**src/rtl/c_one_hot_mon_pkg.sv**
```systemverilog
`default_nettype none
// +--------------------------------------------------------------------------+
// | Module : c_one_hot_mon_pkg                                               |
// | Brief  : Reset-type constants and width helpers for the one-hot monitor. |
// | Rev    : 1.0  initial release                                            |
// +--------------------------------------------------------------------------+
package c_one_hot_mon_pkg;

    localparam int c_reset_type_async = 0;
    localparam int c_reset_type_sync  = 1;

    // Ceiling log2; clogb(1) == 0.
    function automatic int clogb(input int value);
        int v;
        int r;
        v = value - 1;
        r = 0;
        while (v > 0) begin
            r = r + 1;
            v = v >> 1;
        end
        return r;
    endfunction

    // Channel index width, never narrower than one bit.
    function automatic int chan_bits(input int n);
        return (clogb(n) < 1) ? 1 : clogb(n);
    endfunction

endpackage
`default_nettype wire

```
**src/rtl/c_one_hot_mon_det.sv**
```systemverilog
`default_nettype none
// +--------------------------------------------------------------------------+
// | Module : c_one_hot_mon_det                                               |
// | Brief  : Combinational zero-or-one-hot detector (popcount <= 1).         |
// | Rev    : 1.0  initial release                                            |
// +--------------------------------------------------------------------------+
module c_one_hot_mon_det #(
    parameter int WIDTH = 16
) (
    input  logic [WIDTH-1:0] i_data,
    output logic             o_one_hot
);

    localparam logic [WIDTH-1:0] c_one = WIDTH'(1);

    // Clearing the lowest set bit leaves zero only when at most one bit was set.
    assign o_one_hot = ((i_data & (i_data - c_one)) == '0);

endmodule
`default_nettype wire

```
**src/rtl/c_one_hot_mon.sv**
```systemverilog
`default_nettype none
// +--------------------------------------------------------------------------+
// | Module : c_one_hot_mon                                                   |
// | Brief  : Registered multi-channel one-hot checker with sticky flags,     |
// |          saturating violation counter and optional first-error capture |
// |          (enabled by defining C_ONE_HOT_MON_CAPTURE_EN).                 |
// | Rev    : 1.0  initial release                                            |
// +--------------------------------------------------------------------------+
module c_one_hot_mon
    import c_one_hot_mon_pkg::*;
#(
    parameter int WIDTH       = 16,
    parameter int NUM_VECTORS = 4,
    parameter int ALLOW_ZERO  = 1,
    parameter int CNT_WIDTH   = 8,
    parameter int RESET_TYPE  = c_reset_type_async
) (
    input  logic                              clk,
    input  logic                              reset,
    input  logic                              active,
    input  logic [NUM_VECTORS-1:0]            valid_in,
    input  logic [NUM_VECTORS*WIDTH-1:0]      data_in,
    input  logic                              clear,
    output logic [NUM_VECTORS-1:0]            error_sticky,
    output logic                              error_any,
    output logic [CNT_WIDTH-1:0]              viol_count,
    output logic                              first_valid,
    output logic [chan_bits(NUM_VECTORS)-1:0] first_chan,
    output logic [WIDTH-1:0]                  first_data
);

    localparam int c_chan_w = chan_bits(NUM_VECTORS);
    localparam int c_add_w  = clogb(NUM_VECTORS + 1);
    localparam int c_sum_w  = CNT_WIDTH + c_add_w;
    localparam logic [CNT_WIDTH-1:0] c_cnt_max = '1;

    if (RESET_TYPE != c_reset_type_async) begin : g_reset_check
        $error("c_one_hot_mon supports only c_reset_type_async");
    end

    logic [NUM_VECTORS-1:0]       r_s1_valid;
    logic [NUM_VECTORS*WIDTH-1:0] r_s1_data;
    logic [NUM_VECTORS-1:0]       r_s2_viol;
    logic [NUM_VECTORS-1:0]       w_le_one;
    logic [NUM_VECTORS-1:0]       w_legal;
    logic [NUM_VECTORS-1:0]       w_viol;
    logic [NUM_VECTORS-1:0]       r_sticky;
    logic [CNT_WIDTH-1:0]         r_count;
    logic [c_add_w-1:0]           w_add;
    logic [c_sum_w-1:0]           w_sum;
    logic [CNT_WIDTH-1:0]         w_count_next;

    for (genvar c = 0; c < NUM_VECTORS; c++) begin : g_chan
        c_one_hot_mon_det #(.WIDTH(WIDTH)) u_det (
            .i_data    (r_s1_data[c*WIDTH +: WIDTH]),
            .o_one_hot (w_le_one[c])
        );
        if (ALLOW_ZERO != 0) begin : g_zero_ok
            assign w_legal[c] = w_le_one[c];
        end else begin : g_need_one
            assign w_legal[c] = w_le_one[c] & (|r_s1_data[c*WIDTH +: WIDTH]);
        end
    end

    assign w_viol = r_s1_valid & ~w_legal;

    always_ff @(posedge clk or posedge reset) begin
        if (reset) begin
            r_s1_valid <= '0;
            r_s1_data  <= '0;
            r_s2_viol  <= '0;
        end else begin
            r_s1_valid <= active ? valid_in : '0;
            if (active) begin
                r_s1_data <= data_in;
            end
            r_s2_viol <= w_viol;
        end
    end

    always_comb begin
        w_add = '0;
        for (int c = 0; c < NUM_VECTORS; c++) begin
            w_add = w_add + c_add_w'(r_s2_viol[c]);
        end
    end

    // Clear restarts the count from zero before this cycle's violations are added.
    assign w_sum        = (clear ? '0 : c_sum_w'(r_count)) + c_sum_w'(w_add);
    assign w_count_next = (w_sum > c_sum_w'(c_cnt_max)) ? c_cnt_max : w_sum[CNT_WIDTH-1:0];

    always_ff @(posedge clk or posedge reset) begin
        if (reset) begin
            r_sticky <= '0;
            r_count  <= '0;
        end else begin
            r_sticky <= clear ? r_s2_viol : (r_sticky | r_s2_viol);
            r_count  <= w_count_next;
        end
    end

    assign error_sticky = r_sticky;
    assign error_any    = |r_sticky;
    assign viol_count   = r_count;

`ifdef C_ONE_HOT_MON_CAPTURE_EN
    logic [NUM_VECTORS*WIDTH-1:0] r_s2_data;
    logic                         r_first_valid;
    logic [c_chan_w-1:0]          r_first_chan;
    logic [WIDTH-1:0]             r_first_data;
    logic [c_chan_w-1:0]          w_low_chan;
    logic [WIDTH-1:0]             w_low_data;
    logic                         w_load;

    always_comb begin
        w_low_chan = '0;
        w_low_data = '0;
        for (int c = NUM_VECTORS - 1; c >= 0; c--) begin
            if (r_s2_viol[c]) begin
                w_low_chan = c_chan_w'(c);
                w_low_data = r_s2_data[c*WIDTH +: WIDTH];
            end
        end
    end

    assign w_load = (|r_s2_viol) & (clear | ~r_first_valid);

    always_ff @(posedge clk or posedge reset) begin
        if (reset) begin
            r_s2_data     <= '0;
            r_first_valid <= 1'b0;
            r_first_chan  <= '0;
            r_first_data  <= '0;
        end else begin
            r_s2_data <= r_s1_data;
            if (w_load) begin
                r_first_valid <= 1'b1;
                r_first_chan  <= w_low_chan;
                r_first_data  <= w_low_data;
            end else if (clear) begin
                r_first_valid <= 1'b0;
                r_first_chan  <= '0;
                r_first_data  <= '0;
            end
        end
    end

    assign first_valid = r_first_valid;
    assign first_chan  = r_first_chan;
    assign first_data  = r_first_data;
`else
    assign first_valid = 1'b0;
    assign first_chan  = '0;
    assign first_data  = '0;
`endif

endmodule
`default_nettype wire

```
**config.mk**
```make
export PLATFORM = sky130hd
export DESIGN_NAME = c_one_hot_mon
export DESIGN_NICKNAME = d
export VERILOG_FILES = /design/src/rtl/c_one_hot_mon_pkg.sv /design/src/rtl/c_one_hot_mon_det.sv /design/src/rtl/c_one_hot_mon.sv
export SDC_FILE = /design/constraint.sdc
export NUM_CORES = 1
export LEC_CHECK = 0
export ABC_AREA = 1
export BUFFER_PORTS_ARGS = -buffer_cell sky130_fd_sc_hd__buf_2
export CAP_MARGIN = 20
export CORE_UTILIZATION = 58
export CTS_CLUSTER_DIAMETER = 100
export DETAILED_ROUTE_END_ITERATION = 10
export PLACE_DENSITY = 0.95
export RECOVER_POWER = 100
export REMOVE_ABC_BUFFERS = 1
export SLEW_MARGIN = 20
export SYNTH_ARGS = -nofsm -noshare
export SYNTH_HDL_FRONTEND = slang
export SYNTH_SLANG_ARGS = --single-unit
```
**constraint.sdc**
```tcl
create_clock -name clk -period 8.35 [get_ports clk]
set_clock_uncertainty 0.1 [all_clocks]
set_input_delay 1.67 -clock clk [delete_from_list [all_inputs] [get_ports clk]]
set_output_delay 1.67 -clock clk [all_outputs]
set_load 0.03 [all_outputs]
```
Word level (Yosys, flattened, before mapping) --
Cells that the tools add are included.
Storage, ports and cells: register bits after elaboration 84, output and inout port bits 32, logic and storage cells 30, bits of input ports 72
Operators by class: reduce and logical (&&, ||, !) cells 5, bitwise operators 7, add/sub/neg operators 8, multiplexer cells 4, magnitude comparators 1
Operators by type and width (number):
- $and A16 B16 Y16 | 4
- $logic_not A16 Y1 | 4
- $sub A16 B1 Y16 const B | 4
- $mux W8 | 2
- $add A8 B3 Y9 | 1
- $gt A9 B8 Y1 const B | 1
- $mux W4 | 2
- $and A4 B4 Y4 | 1
- $not A4 Y4 | 1
- $or A4 B4 Y4 | 1
- $reduce_or A4 Y1 | 1
- $add A2 B1 Y3 | 1
- $add A3 B1 Y3 | 1
- $add A1 B1 Y2 | 1

Logic depth before layout (Yosys ltp) --
word-level depth 6, depth in mapped cells 12, gate-level depth less buffers 11

Hierarchy --
Synthesis repeated with hierarchy kept, for this count alone.
Unflattened totals: cell total of the unflattened synthesis 527, area total of the unflattened synthesis 4775.8 um^2
By module, submodules not included:
- c_one_hot_mon | instances 1, area an instance 3554.7 um^2, cells an instance 263, seq. area each 2102.0 um^2
- c_one_hot_mon_det | instances 4, area an instance 305.3 um^2, cells an instance 66, seq. area each 0.0 um^2

Least setup slack after synthesis --
OpenSTA, ideal clock, no wires.
kind input to register, start input clear, end register r_count[5], in the netlist viol_count[5], cell stages on the path 9, path buffers 1, setup slack 4.816 ns, setup time 0.076 ns, required time 8.174 ns, data arrival time 3.358 ns, cell sequence buf_6 clkinv_2 nand2_1 fa_1 fa_1 nor3_4 nand3_2 nand3b_4 o21ai_1
On the way: cells in the longest elaborated chain, start to end 4
RTL lines:
- start, declared | line c_one_hot_mon.sv:23 | input logic clear,
- $mux W8 * | line c_one_hot_mon.sv:89 | assign w_sum = (clear ? '0 : c_sum_w'(r_count)) + c_sum_w'(w_add);
- $add A8 B3 Y9 * | line c_one_hot_mon.sv:89
- $gt A9 B8 Y1 | line c_one_hot_mon.sv:90 | assign w_count_next = (w_sum > c_sum_w'(c_cnt_max)) ? c_cnt_max : w_sum[CNT_WIDTH-1:0];
- $mux W8 * | line c_one_hot_mon.sv:90
- net w_count_next[5] | line c_one_hot_mon.sv:51 | logic [CNT_WIDTH-1:0] w_count_next;
- end signal, assigned | line c_one_hot_mon.sv:98 | r_count <= w_count_next;
- end, declared | line c_one_hot_mon.sv:48 | logic [CNT_WIDTH-1:0] r_count;
Mark *: on every way through the listed nets, which the timed path passes. The rest lies on a longest branch. A chain may end at the register's enable or synchronous reset.

Final worst setup path --
start input active, end register r_s1_data[20]
RTL lines:
- start, declared | line c_one_hot_mon.sv:20 | input logic active,
- end signal, assigned | line c_one_hot_mon.sv:75 | r_s1_data <= data_in;
- end, declared | line c_one_hot_mon.sv:42 | logic [NUM_VECTORS*WIDTH-1:0] r_s1_data;
No word-level cell between the ends.

==> metrics.cfg <==
[yosys]
synth_flop_cell=dfrtp_1
yosys.area.top_type=dfrtp_1
synth.avg_cell_area_um2=7.58
postSynth.asyncResetShare_pct=100
ys_ff_latch=84
yosysSeqAreaShare_pct=46.8
yosysTopAreaCellShare_pct=46.8
netlist_area_mm2=0.00449
post_synth_num_cell_types=32
synth_area_leaders=dfrtp_1, nand2_1, o21ai_0
synth_enable_flop_cells=0
ys_warn_count=0
syn_inst=592

[power_and_ir_drop]
p_per_area_mw_per_mm2=180
leakage_nw=2.67
fin_total_pwr_mw=0.903
ir_drop_uv=85.0

[die]
num_io_pins=104
die_h_um=90.0
std_cell_rows=31
core_area_mm2=0.00737
die_area_mm2=0.00810
die_width_um=90.0
start_util_pct=60.9

[final_layout]
instances_no_fill=775
area_growth_pct=11.8
nets=750
final_cell_mix=nand2_1, inv_1, dfrtp_1, buf_2, o21ai_0
finish.utilization_pct=68.1
fillerInstances=625
fin_area_mm2=0.00502
mostFrequentLayoutCell=nand2_1
drive_gt1_share_pct=16.1
antennaDiodeCount=0

[cts]
cts_buffers=9
cts_tree=yes
clockBufferDepth=2
cts_root_buf=clkbuf_8
cts_htree_levels=3
hold_buffers=0
cts.clk_slew.worst_paths_ps=80
clk_latency_ps=350
cts_resized=0
post-cts-setup-buffers=0
clock-sinks=84

[grt]
grt_max_degree=85
grt_pass1_wl_um=15600
grt_overflow=0
grt_use_total_pct=23.6
antenna_found_initial=0
grt_pass1_vias=3713

[min_path]
hp-class=reg -> reg

[status]
outcome=finished, violations left
violations=capacitance limit, slew limit

[setup_path]
crit_family=buffers and inverters
cp_max_fo=72
critPathSlowestCell=clkbuf_1
timing.critical_path.mode_cell=clkbuf_1
max_stage_delay_ps=1800
cp_cell_sequence=clkbuf_1, clkbuf_1, o21ai_0
arrival_ps=5220
crit_path_end_kind=register
worst_ep_required_time_ps=8360
crit_path_start_kind=input pin
cp_num_buf_inv=2
setup.worst_path.class=in -> reg

[sta]
holdWs_ps=335
drv_slew=122
slew-limit-headroom_pct=-60.1
fin_ws_ps=3140
max_freq_mhz=192
fin_tns_setup_ps=0
timing.final.crit_share_pct=62.4
worst_pin_slew_ps=2400
rsz0062_at_grt=no
setup_violations=0
finalHoldViolations=0
period_needed_ps=5210

[detailed_routing]
wl_per_cell_um=11.3
vias=3810
drtIter0Drc=265
ant_nets=0
drc=0
wirelength_um=8740
drtPass1Iterations=4
vias_per_cell=4.92

[place]
dpl-instance-area_mm2=0.00491
place_worst_setup_slack_ps=4660
io_buffers=84
gp_congestion=0.855
dp.cells=762
dp.final_hpwl_um=6430

[job]
maxCapViolCount=2

## worst register-to-register path, cell delays in order, from the launching register on
cell	delay, ps
dfrtp_1	420
fa_1	540
inv_1	50
fa_1	430
fa_1	420
nor3_1	380
nand3_2	130
nand3b_1	340
o21ai_0	150
## flip-flops by register name, summed over array words and instances (netlist names)
signal and cells:
r_s1_data 64, viol_count 8, error_sticky 4, r_s1_valid 4, r_s2_viol 4
## where the power goes
part / switching, mW / leakage, nW / internal (mW)
registers: 0.0302 / 1.03 / 0.445
clock network: 0.132 / 0.0811 / 0.111
logic: 0.122 / 1.56 / 0.0625
total: 0.284 / 2.67 / 0.619
## layer usage
metal	global-route usage (%)	vias to the layer above	wire length (um)
met5	0	-	0
met4	11.6	0	174
met3	3.30	19	411
met2	39.8	108	4290
met1	29.9	1737	3860
li1	-	1946	-
## Yosys cell counts, drive strengths merged (3+ instances only)
cell type  number
nand2         187
inv            87
dfrtp          84
nor2           69
o21ai          69
buf            28
nand3          22
mux2           13
nand4           6
clkbuf          5
nor3            4
a21oi           3
fa              3
o21bai          3
xnor2           3
## worst paths after layout
path	startpoint	depth (start not counted)	slack, ps	end
worst max-delay path	active	3	3140	r_s1_data[20]$_DFFE_PP0P_
worst min-delay path	r_s1_valid[1]$_DFF_PP0_	2	340	r_s2_viol[1]$_DFF_PP0_
worst max register to register	r_s2_viol[0]$_DFF_PP0_	8	5320	viol_count[5]$_DFF_PP0_
worst min register to register	r_s1_valid[1]$_DFF_PP0_	2	340	r_s2_viol[1]$_DFF_PP0_
max in group asynchronous	reset	3	6200	r_s1_data[15]$_DFFE_PP0P_
min in group asynchronous	reset	3	1410	r_s1_data[38]$_DFFE_PP0P_
## cells by family after synthesis
logic type,Yosys count,share of synthesized area [%]
compound gates,76,8.70
xor+xnor,4,0.781
fa+ha+maj,4,1.62
buf+inv,121,12.0
flops,84,46.8
mux,13,3.26
other cells,1,0.0835
simple gates,289,26.8
## area by class of cell
class                           count  area (um^2)  area share [%]
Tap cell                           99          124            2.47
Sequential cell                    84         2100            41.9
Timing Repair Buffer               86          417            8.30
Inverter                           88          333            6.63
Clock inverter                      2         13.8           0.274
Clock buffer                       11          141            2.82
Multi-Input combinational cell    405         1890            37.6
Note: power is estimated with default switching activity, not from simulation.
